$ cat src/rtl/translator_in_ctrl.sv
// translator_in_ctrl: packet-level ingress sequencer for the NoC translator.
// Gates the upstream valid/ready handshake. For each packet it picks a
// destination round-robin among enabled ports that still hold credit, and it
// assigns a packet ID and a VC. For each beat it drives the header/payload
// mode select.
//
// Handshake contract (zero latency, no buffering):
//   A beat is accepted by the translator when o_tr_valid & i_tr_ready.
//   A beat is taken from upstream when i_valid & o_ready.
//   A beat taken from upstream while o_tr_valid is low is dropped
//   (this only happens to orphan non-sop beats seen in IDLE).
//   Upstream must hold i_valid and its sideband while o_tr_valid & !i_tr_ready.
module translator_in_ctrl #(
  parameter int NUM_VC    = 2,
  parameter int NOC_RADIX = 16,
  parameter int MAX_CRED  = 4,
  parameter int HDR_BEATS = 1,
  localparam int VCW = (NUM_VC > 1) ? $clog2(NUM_VC) : 1,
  localparam int DW  = $clog2(NOC_RADIX)
) (
  input  logic                 clk,
  input  logic                 rst_n,
  input  logic                 i_valid,
  input  logic                 i_sop,
  input  logic                 i_eop,
  output logic                 o_ready,
  output logic                 o_tr_valid,
  input  logic                 i_tr_ready,
  output logic [DW-1:0]        o_dst,
  output logic [VCW-1:0]       o_vc,
  output logic                 o_payload,
  output logic [31:0]          o_pktid,
  input  logic [NOC_RADIX-1:0] i_dst_en,
  input  logic                 i_credit_valid,
  input  logic [DW-1:0]        i_credit_dst,
  output logic                 o_busy,
  output logic                 o_err
);

  localparam int CW = $clog2(MAX_CRED + 1);
  localparam int BW = (HDR_BEATS > 0) ? $clog2(HDR_BEATS + 1) : 1;

  typedef enum logic {IDLE = 1'b0, PKT = 1'b1} state_t;

  state_t                state, state_n;
  logic [CW-1:0]         cred [NOC_RADIX];
  logic [DW-1:0]         rr_ptr;
  logic [DW-1:0]         dst_q;
  logic [31:0]           id_q;
  logic [31:0]           next_id;
  logic [BW-1:0]         beat_idx;
  logic [DW-1:0]         cand;
  logic                  cand_ok;
  logic                  acc;
  logic                  sop_acc;
  logic                  orphan;
  logic                  sop_in_pkt;
  logic                  cred_ovf;
  logic [NOC_RADIX-1:0]  cred_ret;
  logic [NOC_RADIX-1:0]  cred_use;
  int                    idx;

  // Round-robin search from rr_ptr for the first enabled destination with credit.
  always_comb begin
    cand    = rr_ptr;
    cand_ok = 1'b0;
    idx     = 0;
    for (int i = 0; i < NOC_RADIX; i++) begin
      idx = (int'(rr_ptr) + i) % NOC_RADIX;
      if (!cand_ok && i_dst_en[DW'(idx)] && (cred[DW'(idx)] != '0)) begin
        cand_ok = 1'b1;
        cand    = DW'(idx);
      end
    end
  end

  // FSM state register.
  always_ff @(posedge clk or negedge rst_n) begin
    if (!rst_n) state <= IDLE;
    else        state <= state_n;
  end

  // FSM next state: a sop without eop opens a packet, an accepted eop closes it.
  always_comb begin
    state_n = state;
    case (state)
      IDLE:    if (sop_acc && !i_eop) state_n = PKT;
      PKT:     if (acc && i_eop)      state_n = IDLE;
      default: state_n = IDLE;
    endcase
  end

  // FSM outputs: handshake gating and orphan detection.
  always_comb begin
    o_tr_valid = 1'b0;
    o_ready    = 1'b0;
    orphan     = 1'b0;
    case (state)
      IDLE: begin
        if (i_valid) begin
          if (i_sop) begin
            // Without a candidate the sop stalls; it is never dropped.
            o_tr_valid = cand_ok;
            o_ready    = cand_ok & i_tr_ready;
          end else begin
            o_ready = 1'b1;
            orphan  = 1'b1;
          end
        end
      end
      PKT: begin
        o_tr_valid = i_valid;
        o_ready    = i_tr_ready;
      end
      default: ;
    endcase
  end

  assign acc        = o_tr_valid & i_tr_ready;
  assign sop_acc    = (state == IDLE) & acc;
  assign sop_in_pkt = (state == PKT) & acc & i_sop;
  assign o_busy     = (state == PKT);
  assign o_dst      = (state == PKT) ? dst_q : cand;
  assign o_pktid    = (state == PKT) ? id_q : next_id;
  assign o_vc       = (NUM_VC > 1) ? o_pktid[VCW-1:0] : '0;
  assign o_payload  = (beat_idx >= BW'(HDR_BEATS));

  // Packet bookkeeping: latch route/ID on sop, advance pointer, ID and beat index.
  always_ff @(posedge clk or negedge rst_n) begin
    if (!rst_n) begin
      rr_ptr   <= '0;
      dst_q    <= '0;
      id_q     <= '0;
      next_id  <= '0;
      beat_idx <= '0;
    end else if (sop_acc) begin
      dst_q    <= cand;
      id_q     <= next_id;
      next_id  <= next_id + 32'd1;
      rr_ptr   <= (cand == DW'(NOC_RADIX - 1)) ? '0 : cand + DW'(1);
      beat_idx <= (i_eop || HDR_BEATS == 0) ? '0 : BW'(1);
    end else if ((state == PKT) && acc) begin
      if (i_eop)                            beat_idx <= '0;
      else if (beat_idx < BW'(HDR_BEATS))   beat_idx <= beat_idx + BW'(1);
    end
  end

  // Per-destination credit return / consume decode and overflow detection.
  always_comb begin
    cred_ovf = 1'b0;
    for (int d = 0; d < NOC_RADIX; d++) begin
      cred_ret[d] = i_credit_valid && (i_credit_dst == DW'(d));
      cred_use[d] = sop_acc && (cand == DW'(d));
      if (cred_ret[d] && !cred_use[d] && (cred[d] == CW'(MAX_CRED))) cred_ovf = 1'b1;
    end
  end

  // Credit counters: simultaneous return and consume cancel; overflow saturates.
  always_ff @(posedge clk or negedge rst_n) begin
    if (!rst_n) begin
      for (int d = 0; d < NOC_RADIX; d++) cred[d] <= CW'(MAX_CRED);
    end else begin
      for (int d = 0; d < NOC_RADIX; d++) begin
        if (cred_ret[d] && !cred_use[d] && (cred[d] != CW'(MAX_CRED)))
          cred[d] <= cred[d] + CW'(1);
        else if (cred_use[d] && !cred_ret[d])
          cred[d] <= cred[d] - CW'(1);
      end
    end
  end

  // Registered one-cycle error pulse.
  always_ff @(posedge clk or negedge rst_n) begin
    if (!rst_n) o_err <= 1'b0;
    else        o_err <= orphan | sop_in_pkt | cred_ovf;
  end

endmodule

$ cat config.mk
export PLATFORM = sky130hd
export DESIGN_NAME = translator_in_ctrl
export DESIGN_NICKNAME = d
export VERILOG_FILES = /design/src/rtl/translator_in_ctrl.sv
export SDC_FILE = /design/constraint.sdc
export NUM_CORES = 1
export LEC_CHECK = 0
export CORE_UTILIZATION = 49
export CTS_CLUSTER_DIAMETER = 60
export DETAILED_ROUTE_END_ITERATION = 7
export PLACE_DENSITY = 0.77
export RECOVER_POWER = 100
export SLEW_MARGIN = 20
export SYNTH_ARGS = -nofsm -noshare
export SYNTH_HDL_FRONTEND = slang
export SYNTH_SLANG_ARGS = --single-unit
$ cat constraint.sdc
create_clock -name clk -period 11.8 [get_ports clk]
set_clock_uncertainty 0.15 [all_clocks]
set_input_delay 1.77 -clock clk [delete_from_list [all_inputs] [get_ports clk]]
set_output_delay 1.77 -clock clk [all_outputs]
set_load 0.01 [all_outputs]
==> summary.md <==
| Metric | Value |
|---|---|
| Final Setup Violations | `0` |
| CTS tree | `done` |
| DRC Markers | `0` |
| CTS sink count | `approximately 120` |
| DIE HEIGHT | `~150 microns` |
| Core box area | `between 0.02 and 0.025 sq mm` |
| Global Route Usage Sum | `roughly 28%` |
| Slew HR | `-163%` |
| Pins Over Slew Limit | `around 250` |
| Post-route minimum period | `9.53 ns` |
| Area contributors post-synth | `dfrtp_1 26%, mux4_2 8.0%, nand2_1 7.5%` |
| Drt pass-1 iters | `5` |
| Max Buffers Root-to-Sink | `2` |
| TritonCTS buffer count | `17` |
| Min-delay worst type | `flop to flop` |
| Wire per inst | `~20 microns` |
| Io pins | `69` |
| Grt ovf | `0` |
| Fmax | `between 100 and 150 MHz` |
| Antenna Nets Post-Route | `0` |
| Clock Pin Slew Worst Setup and Hold Paths | `0.06 ns` |
| Post-synth EDFFs | `0` |
| Reg2Reg Depth | `18` |
| Dominant cell type by area after synthesis | `dfrtp_1` |
| First-pass GRT wire length | `between 40000 and 50000 microns` |
| Vias/cell | `6.27` |
| Syn Area/Cell | `between 9 and 10 sq um` |
| Outcome | `finished, violations left` |
| Post-Synthesis Cell Area | `0.0104 sq mm` |
| Ratio of cells with drive above 1 in the final layout | `between 10% and 20%` |
| R2R Path Start | `rr_ptr[1]$_DFFE_PN0P_` |
| Fraction of registers with async set or reset after synthesis | `100%` |
| IO Port Bufs | `around 70` |
| Req. time, crit path | `9.88 ns` |
| Diode count | `0` |
| CP Class | `flop to output pin` |
| Most used DFF post-synth | `dfrtp_1` |
| Post-synthesis sequential area ratio | `29.7%` |
| Maxcap violations | `5` |
| Crit. End Element | `output pin` |
| R2R Setup Slk | `2.46 ns` |
| Area growth, synth to finish | `11.4%` |
| Drt first-iter violations | `717` |
| Unrepaired setup endpoints after global routing | `no` |
| Mapped Nets | `between 1000 and 1500` |
| R2r endpoint | `cred[4]$_DFFE_PN0P_` |
| Arrival time worst endpoint | `roughly 7.6 ns` |
| Flops & latches, synth | `around 120` |
| Failing checks | `capacitance limit, slew limit` |
| Worst-path fanout max | `25` |
| CTS Hold Bufs | `0` |
| Final hold violation count | `0` |
| Clk_lat worst skew | `between 0.4 and 0.5 ns` |
| Die Span X | `roughly 150 microns` |
| DIE AREA | `~0.022 sq mm` |
| Rows | `53` |
| Antenna violations before repair | `0` |
| Detail Placement HPWL | `around 22000 microns` |
| Critical Path Source Type | `flop` |
| Worst-Margin Slew | `just under 4 ns` |
| Hold endpoint | `id_q[9]$_DFFE_PN0P_` |
| Number of fill cells | `1878` |
| Post-synth top area share | `25.7%` |
| H-tree depth | `4` |
| Routed vias | `~9000` |
| Hold Crit Start | `id_q[9]$_DFFE_PN0P_` |
| Largest net degree at the start of global routing | `73` |
| Final worst path period share | `between 80% and 90%` |
| Root Driver | `clkbuf_16` |
| Post-CTS setup buffers | `0` |
| Final wirelength | `roughly 29000 microns` |
| Post-cts sizing count | `0` |
| Number of global-route vias before repair | `8829` |
| Final hold slack | `~0.32 ns` |
| Hold Path Depth | `2` |
| Synth cell types | `around 110` |
| Syn Inst Count | `around 1100` |
| Final Wtd Congestion | `0.974` |
| TNS Setup | `0 ns` |
| Yosys Warn Count | `0` |
| Nets | `approximately 1200` |
| Initial core utilization | `between 40% and 50%` |
==> critical path, cell delays in order (launching register included) <==
cell and delay [ns]:
dfrtp_1 0.32, clkbuf_1 1.22, inv_2 0.52, ha_1 0.49
buf_4 0.35, mux4_2 0.59, o31ai_4 0.39, o221ai_1 0.26
a21boi_0 0.79, nand4_1 0.35, a211oi_2 0.39, a31o_2 0.16
a21oi_1 0.06, a21oi_1 0.33, inv_1 0.14, o21ai_0 0.17
clkdlybuf4s50_1 0.63
==> sequential cells by signal, indices dropped and copies added (netlist names), named ones only <==
register,cells
dst_q,4
cred,48
rr_ptr,4
id_q,32
next_id,32
o_err,1
beat_idx,1
==> synth_stat cells (all sizes together), types with 7 or more instances <==
library cell  count
buf              35
nand2           212
nor2             59
fa               16
or3              16
o211ai           10
o22ai             9
nand4            17
a211oi           10
xor2             14
a21oi            45
o31ai            12
dfrtp           107
inv              30
dfstp            16
and2             28
a21boi           10
nand3            44
mux2i            21
mux4             37
clkbuf           15
o21ai            42
and4              9
ha               12
and3             13
nor2b             7
xnor2            54
or2              13
nor3             30
mux2             48
o221ai           13
==> area by class of cell <==
type	instances	area, sq um	area share (%)
repair buffers	76	719	6.19
well taps	275	344	2.96
clock inverters	13	108	0.926
multi-input cells	912	6790	58.4
inverters	31	119	1.02
flip-flops and latches	123	3100	26.7
clock buffers	19	443	3.81
==> kinds of logic (layout without fill, tap and decap cells) <==
| family | after synthesis | after routing | share of synthesized area [%] |
|---|---|---|---|
| xor gates and xnor gates | 68 | 68 | 5.78 |
| adders and majority gates | 28 | 28 | 4.51 |
| muxes | 106 | 106 | 15.2 |
| DFF | 123 | 123 | 29.7 |
| and+or+nand+nor | 478 | 478 | 22.7 |
| AOI/OAI and AO/OA | 232 | 232 | 18.0 |
| buffers and inverters | 81 | 139 | 4.07 |
==> metal layers <==
layer	global-route usage, %	wire, microns	vias to the layer above
li1	-	-	4185
met1	36.0	12300	4453
met2	43.5	13500	366
met3	6.45	2340	78
met4	12.5	1110	0
met5	0	0	-
==> how the worst max path moves through the flow <==
stage,startpoint,to,slack (ns),cells after the start
3_3_place_gp,i_dst_en[3],o_dst[3],3.90,12
5_1_grt,rr_ptr[1]$_DFFE_PN0P_,cred[4]$_DFFE_PN0P_,1.69,18
4_1_cts,rr_ptr[1]$_DFFE_PN0P_,o_dst[3],3.74,14
3_5_place_dp,i_dst_en[3],o_dst[3],3.83,12
6_report,rr_ptr[1]$_DFFE_PN0P_,o_dst[1],2.27,16
2_1_floorplan,i_dst_en[3],o_dst[2],5.28,11
==> stage by stage <==
stage                     util (%)  instance area (sq um)  std cells  worst slack, ns
after floorplan                  -                  10400       1116             5.28
after global placement        53.5                  11200       1417             3.90
after detailed placement      53.5                  11200       1417             3.83
after CTS                     56.1                  11800       1449             3.74
after global routing          55.5                  11600       1449             1.69
final                         55.5                  11600       1449             2.27
==> layout by cell type, fill, tap and decap left out, types with 19 or more instances in the layout <==
cell             instances
a21oi_1                 41
and2_1                  19
clkdlybuf4s50_1         33
dfrtp_1                106
dlygate4sd3_1           34
inv_1                   28
mux2_2                  31
mux2i_1                 21
mux4_2                  37
nand2_1                207
nand3_1                 44
nor2_1                  58
nor3_1                  27
o21ai_0                 37
xnor2_1                 53
Power is not shown: default switching activity piles up to over one toggle a cycle in this logic, so the estimate is an artifact.
==> variant 1 (same flow settings) <==
`NOC_RADIX`: 16 -> 32.
--- a/src/rtl/translator_in_ctrl.sv
+++ b/src/rtl/translator_in_ctrl.sv
@@ -12,7 +12,7 @@
 //   Upstream must hold i_valid and its sideband while o_tr_valid & !i_tr_ready.
 module translator_in_ctrl #(
   parameter int NUM_VC    = 2,
-  parameter int NOC_RADIX = 16,
+  parameter int NOC_RADIX = 32,
   parameter int MAX_CRED  = 4,
   parameter int HDR_BEATS = 1,
   localparam int VCW = (NUM_VC > 1) ? $clog2(NUM_VC) : 1,
Ports: changed (resized i_credit_dst, i_dst_en and o_dst); port bits go from 69 to 87. No check against the original RTL was run, so the function may have changed too.
==> variant 1 against the unedited design <==
The run still ends with capacitance limit, slew limit left. Count of clock-buffer cells in the layout is 1 lower. Sequential cell count grew 50. Wire length rose to 2.8 times the old value. Critical path depth grew 2. Area after synthesis increased by 89%. Final area grew 83%. Setup slack worse by 1.0 ns. Highest routed layer unchanged.
Power is left out: the tool's default activity adds up to more than one toggle a clock period on the data nets, which glitch-free logic cannot reach.
==> variant 1: results <==
# TYPE chip_impl_metric gauge
chip_impl_metric{name="globalRouteMet2Util",unit="%"} 60.6
chip_impl_metric{name="wp_data_arrival",unit="ns"} 8.65
chip_impl_metric{name="number_of_nets_in_the_layout",unit=""} 2432
chip_impl_info{name="violations",value="capacitance limit, slew limit"} 1
chip_impl_metric{name="grtUsageMet3",unit="%"} 8.17
chip_impl_info{name="largest_registers",value="cred x96, id_q x32, next_id x32"} 1
chip_impl_info{name="synth.cells.most_frequent",value="349 x sky130_fd_sc_hd__nand2_1, 172 x sky130_fd_sc_hd__nor2_1, 141 x sky130_fd_sc_hd__dfrtp_1"} 1
chip_impl_metric{name="synth_sequential_area_ratio",unit="%"} 22.1
chip_impl_metric{name="place.detailed.hpwl",unit="um"} 61400
chip_impl_metric{name="wl_per_cell",unit="um"} 28.0
chip_impl_metric{name="final_max_slew_viol_count",unit=""} 274
chip_impl_metric{name="r2r_cells",unit=""} 23
chip_impl_metric{name="max_stage_delay",unit="ns"} 1.00
chip_impl_metric{name="gpl.final_weighted_congestion",unit=""} 1.10
chip_impl_info{name="run_status",value="finished, violations left"} 1
chip_impl_info{name="r2r-end",value="o_err"} 1
chip_impl_metric{name="drive_gt1_share",unit="%"} 12.6
chip_impl_metric{name="detail_route.first_pass.iterations",unit=""} 8
chip_impl_metric{name="fillCellCount",unit=""} 3636
chip_impl_info{name="reg2reg_from",value="rr_ptr[0]"} 1
chip_impl_metric{name="grt_use_met1",unit="%"} 51.4
chip_impl_info{name="crit_path_end",value="o_dst[3]"} 1
chip_impl_metric{name="grt_start_max_net_pins",unit=""} 112
chip_impl_metric{name="grt_use_total",unit="%"} 39.3
chip_impl_metric{name="vias_in_the_first_global_route",unit=""} 19312
chip_impl_info{name="synth.top_cells.by_area",value="sky130_fd_sc_hd__dfrtp_1 18%, sky130_fd_sc_hd__mux4_2 7.9%, sky130_fd_sc_hd__nand2_1 6.6%"} 1
chip_impl_metric{name="drv.max_cap_violation_count",unit=""} 4
chip_impl_metric{name="worst_skew_late_latency",unit="ns"} 0.46
chip_impl_metric{name="slew_headroom",unit="%"} -297
chip_impl_metric{name="critical_path.max_fanout",unit=""} 73
chip_impl_metric{name="drc_marker_count_from_the_first_detailed_route_iteration",unit=""} 2480
chip_impl_metric{name="r2r_slack",unit="ns"} 1.52
chip_impl_metric{name="vias_per_cell",unit=""} 7.11
chip_impl_info{name="cpMaxStageDelayCell",value="sky130_fd_sc_hd__dfrtp_4"} 1
variant 1: cell count changes after synthesis, sizes merged, moves of 30 or more:
cell | unedited run | this run
mux2i | 21 | 67
clkbuf | 15 | 64
nor2 | 59 | 175
o21ai | 42 | 83
nor4 | 6 | 46
o31ai | 12 | 45
dfrtp | 107 | 141
nand2 | 212 | 350
nor3 | 30 | 95
a21oi | 45 | 83
mux4 | 37 | 69
buf | 35 | 77
nand3 | 44 | 74
variant 1: worst min-delay path by stage:
stage          startpoint       end  slack, ns  cells past startpoint
6_report         id_q[12]  id_q[12]       0.32                      2
5_1_grt          id_q[17]  id_q[17]       0.35                      2
4_1_cts           id_q[2]   id_q[2]       0.33                      2
3_5_place_dp      id_q[2]   id_q[2]       0.31                      2
3_3_place_gp      id_q[6]   id_q[6]       0.30                      2
2_1_floorplan    id_q[31]  id_q[31]       0.29                      2
variant 1: logic make-up after synthesis:
family                   Yosys count  share of synthesized area [%]
AND/OR/NAND/NOR                 1008                           26.0
XOR/XNOR                         107                           4.75
adder cells (fa/ha/maj)           51                           4.45
buffers and inverters            197                           5.04
AO/OA/AOI/OAI                    584                           21.9
flip-flops                       173                           22.1
multiplexers                     213                           15.7
variant 1: routing by layer:
metal  routed length, um  vias to the layer above
li1                    -                     8851
met1               31300                     9964
met2               35800                     1334
met3                8490                      278
met4                4950                        0
met5                   0                        -
variant 1: critical path: cells and delay by family (launching register included):
kind | cells | cell delay [ns]
buffers and inverters | 4 | 1.90
adders and majority gates | 1 | 0.81
DFF | 1 | 1.00
muxes | 2 | 0.87
AOI/OAI and AO/OA | 4 | 1.02
and+or+nand+nor | 7 | 2.50
variant 1: layout make-up:
| class | instances | share of cell area (%) |
|---|---|---|
| Timing Repair Buffer | 126 | 5.35 |
| Multi-Input combinational cell | 1963 | 67.3 |
| Tap cell | 525 | 3.08 |
| Inverter | 56 | 0.986 |
| Clock inverter | 14 | 0.704 |
| Clock buffer | 18 | 2.06 |
| Sequential cell | 173 | 20.5 |
variant 1: through the flow:
stage               util, %  instance area, sq um  setup WS (ns)  hold WS [ns]  instances
floorplan                 -                 19700           4.00         0.290       2333
global placement       52.4                 20800           1.90         0.301       2843
detailed placement     52.4                 20800           2.14         0.308       2843
CTS                    53.9                 21400           2.00         0.327       2875
global route           53.7                 21300          0.770         0.348       2875
finish                 53.7                 21300           1.23         0.324       2875
==> variant 2 (config.mk and constraints unchanged) <==
Without the edit above. Remove the register `o_err`: a continuous assignment takes its place, so the output `o_err` follows one clock earlier.
--- a/src/rtl/translator_in_ctrl.sv
+++ b/src/rtl/translator_in_ctrl.sv
@@ -170,10 +170,7 @@
   end
 
   // Registered one-cycle error pulse.
-  always_ff @(posedge clk or negedge rst_n) begin
-    if (!rst_n) o_err <= 1'b0;
-    else        o_err <= orphan | sop_in_pkt | cred_ovf;
-  end
+  assign o_err = orphan | sop_in_pkt | cred_ovf;
 
 endmodule
 
Check against the original RTL: not settled (the Yosys comparison gave no result); the edit may change what the design does.
==> variant 2 against the unedited design <==
The run still ends with capacitance limit, slew limit left. Area after synthesis fell by 6.9%. Critical path depth rose by 4. Wire length fell by 8.3%. Final area fell by 4.7%. Setup slack got worse by 1.1 ns. Sequential share of layout area rose by 1.1 points. Sequential cell count fell by 1. Die area fell by 6.8%.
Power is left out: the tool's default activity adds up to more than one toggle a clock period on the data nets, which glitch-free logic cannot reach.
==> variant 2: results <==
# TYPE chip_impl_metric gauge
chip_impl_info{name="run_status",value="finished, violations left"} 1
chip_impl_info{name="violations",value="capacitance limit, slew limit"} 1
chip_impl_metric{name="area_taken_by_multi_input_logic_gates",unit="sq um"} 6270
chip_impl_info{name="synth.cells.most_frequent",value="115 x sky130_fd_sc_hd__nand2_1, 106 x sky130_fd_sc_hd__dfrtp_1, 79 x sky130_fd_sc_hd__mux2_2"} 1
chip_impl_info{name="critical-path-top-delay-family",value="simple AND/OR/NAND/NOR gates"} 1
chip_impl_metric{name="wl_met3",unit="um"} 2010
chip_impl_metric{name="synth_cell_types",unit=""} 95
chip_impl_metric{name="detailroute.via_count",unit=""} 8423
chip_impl_metric{name="adder_and_majority_gate_portion_of_the_synthesized_area",unit="%"} 4.85
chip_impl_metric{name="gpl.final_weighted_congestion",unit=""} 1.00
chip_impl_info{name="reg2reg_from",value="rr_ptr[0]"} 1
chip_impl_metric{name="final_max_slew_viol_count",unit=""} 221
chip_impl_metric{name="grt_use_total",unit="%"} 27.3
chip_impl_metric{name="final-nonclk-buf-share",unit="%"} 6.70
chip_impl_metric{name="synth_sequential_area_ratio",unit="%"} 31.7
chip_impl_metric{name="grt_start_max_net_pins",unit=""} 79
chip_impl_metric{name="vias_in_the_first_global_route",unit=""} 8060
chip_impl_info{name="min_delay_worst_endpoint",value="beat_idx"} 1
chip_impl_metric{name="r2r_slack",unit="ns"} 3.09
chip_impl_metric{name="drv.max_cap_violation_count",unit=""} 4
chip_impl_metric{name="worst_skew_late_latency",unit="ns"} 0.41
chip_impl_metric{name="worst_slew_pin_slew",unit="ns"} 4.00
chip_impl_info{name="synth.top_cells.by_area",value="sky130_fd_sc_hd__dfrtp_1 27%, sky130_fd_sc_hd__mux2_2 9.2%, sky130_fd_sc_hd__mux4_2 6.0%"} 1
chip_impl_metric{name="place.detailed.hpwl",unit="um"} 19800
chip_impl_metric{name="wirelength",unit="um"} 26800
chip_impl_metric{name="post_synth_xor_area_fraction",unit="%"} 6.50
chip_impl_metric{name="count_of_inverters_not_on_the_clock_network_in_the_layout",unit=""} 19
chip_impl_metric{name="syn-mean-instance-area",unit="sq um"} 9.60
chip_impl_metric{name="critical_path.max_fanout",unit=""} 47
chip_impl_metric{name="globalRouteMet2Util",unit="%"} 45.0
chip_impl_metric{name="drt-met1-wl",unit="um"} 10900
chip_impl_metric{name="fillCellCount",unit=""} 1625
chip_impl_metric{name="nMultiInputCombCells",unit=""} 820
chip_impl_metric{name="met2_length",unit="um"} 12700
chip_impl_metric{name="post_dp_area",unit="sq um"} 10500
variant 2: per-stage QoR:
step / hold WS [ns] / worst slack, ns / util [%] / std cells
6_report: 0.332 / 1.15 / 56.9 / 1336
5_1_grt: 0.351 / 0.347 / 56.9 / 1336
4_1_cts: 0.343 / 1.54 / 57.2 / 1336
3_5_place_dp: 0.331 / 1.96 / 54.2 / 1304
3_3_place_gp: 0.315 / 2.16 / 54.2 / 1304
2_1_floorplan: 0.307 / 3.99 / - / 1011
variant 2: tightest hold or removal path, delay by kind of cell (launching register included):
family / cells / cell delay (ns)
and+or+nand+nor: 1 / 0.05
AOI/OAI and AO/OA: 1 / 0.06
DFF: 1 / 0.34
variant 2: worst max-delay path by stage:
stage / start / end / slack [ns]
after floorplan: i_dst_en[11] / o_err / 3.99
after global placement: i_dst_en[10] / o_err / 2.16
after detailed placement: rr_ptr[0] / o_err / 1.96
after CTS: rr_ptr[0] / o_err / 1.54
after global routing: rr_ptr[0] / o_err / 0.35
final: rr_ptr[0] / o_err / 1.15
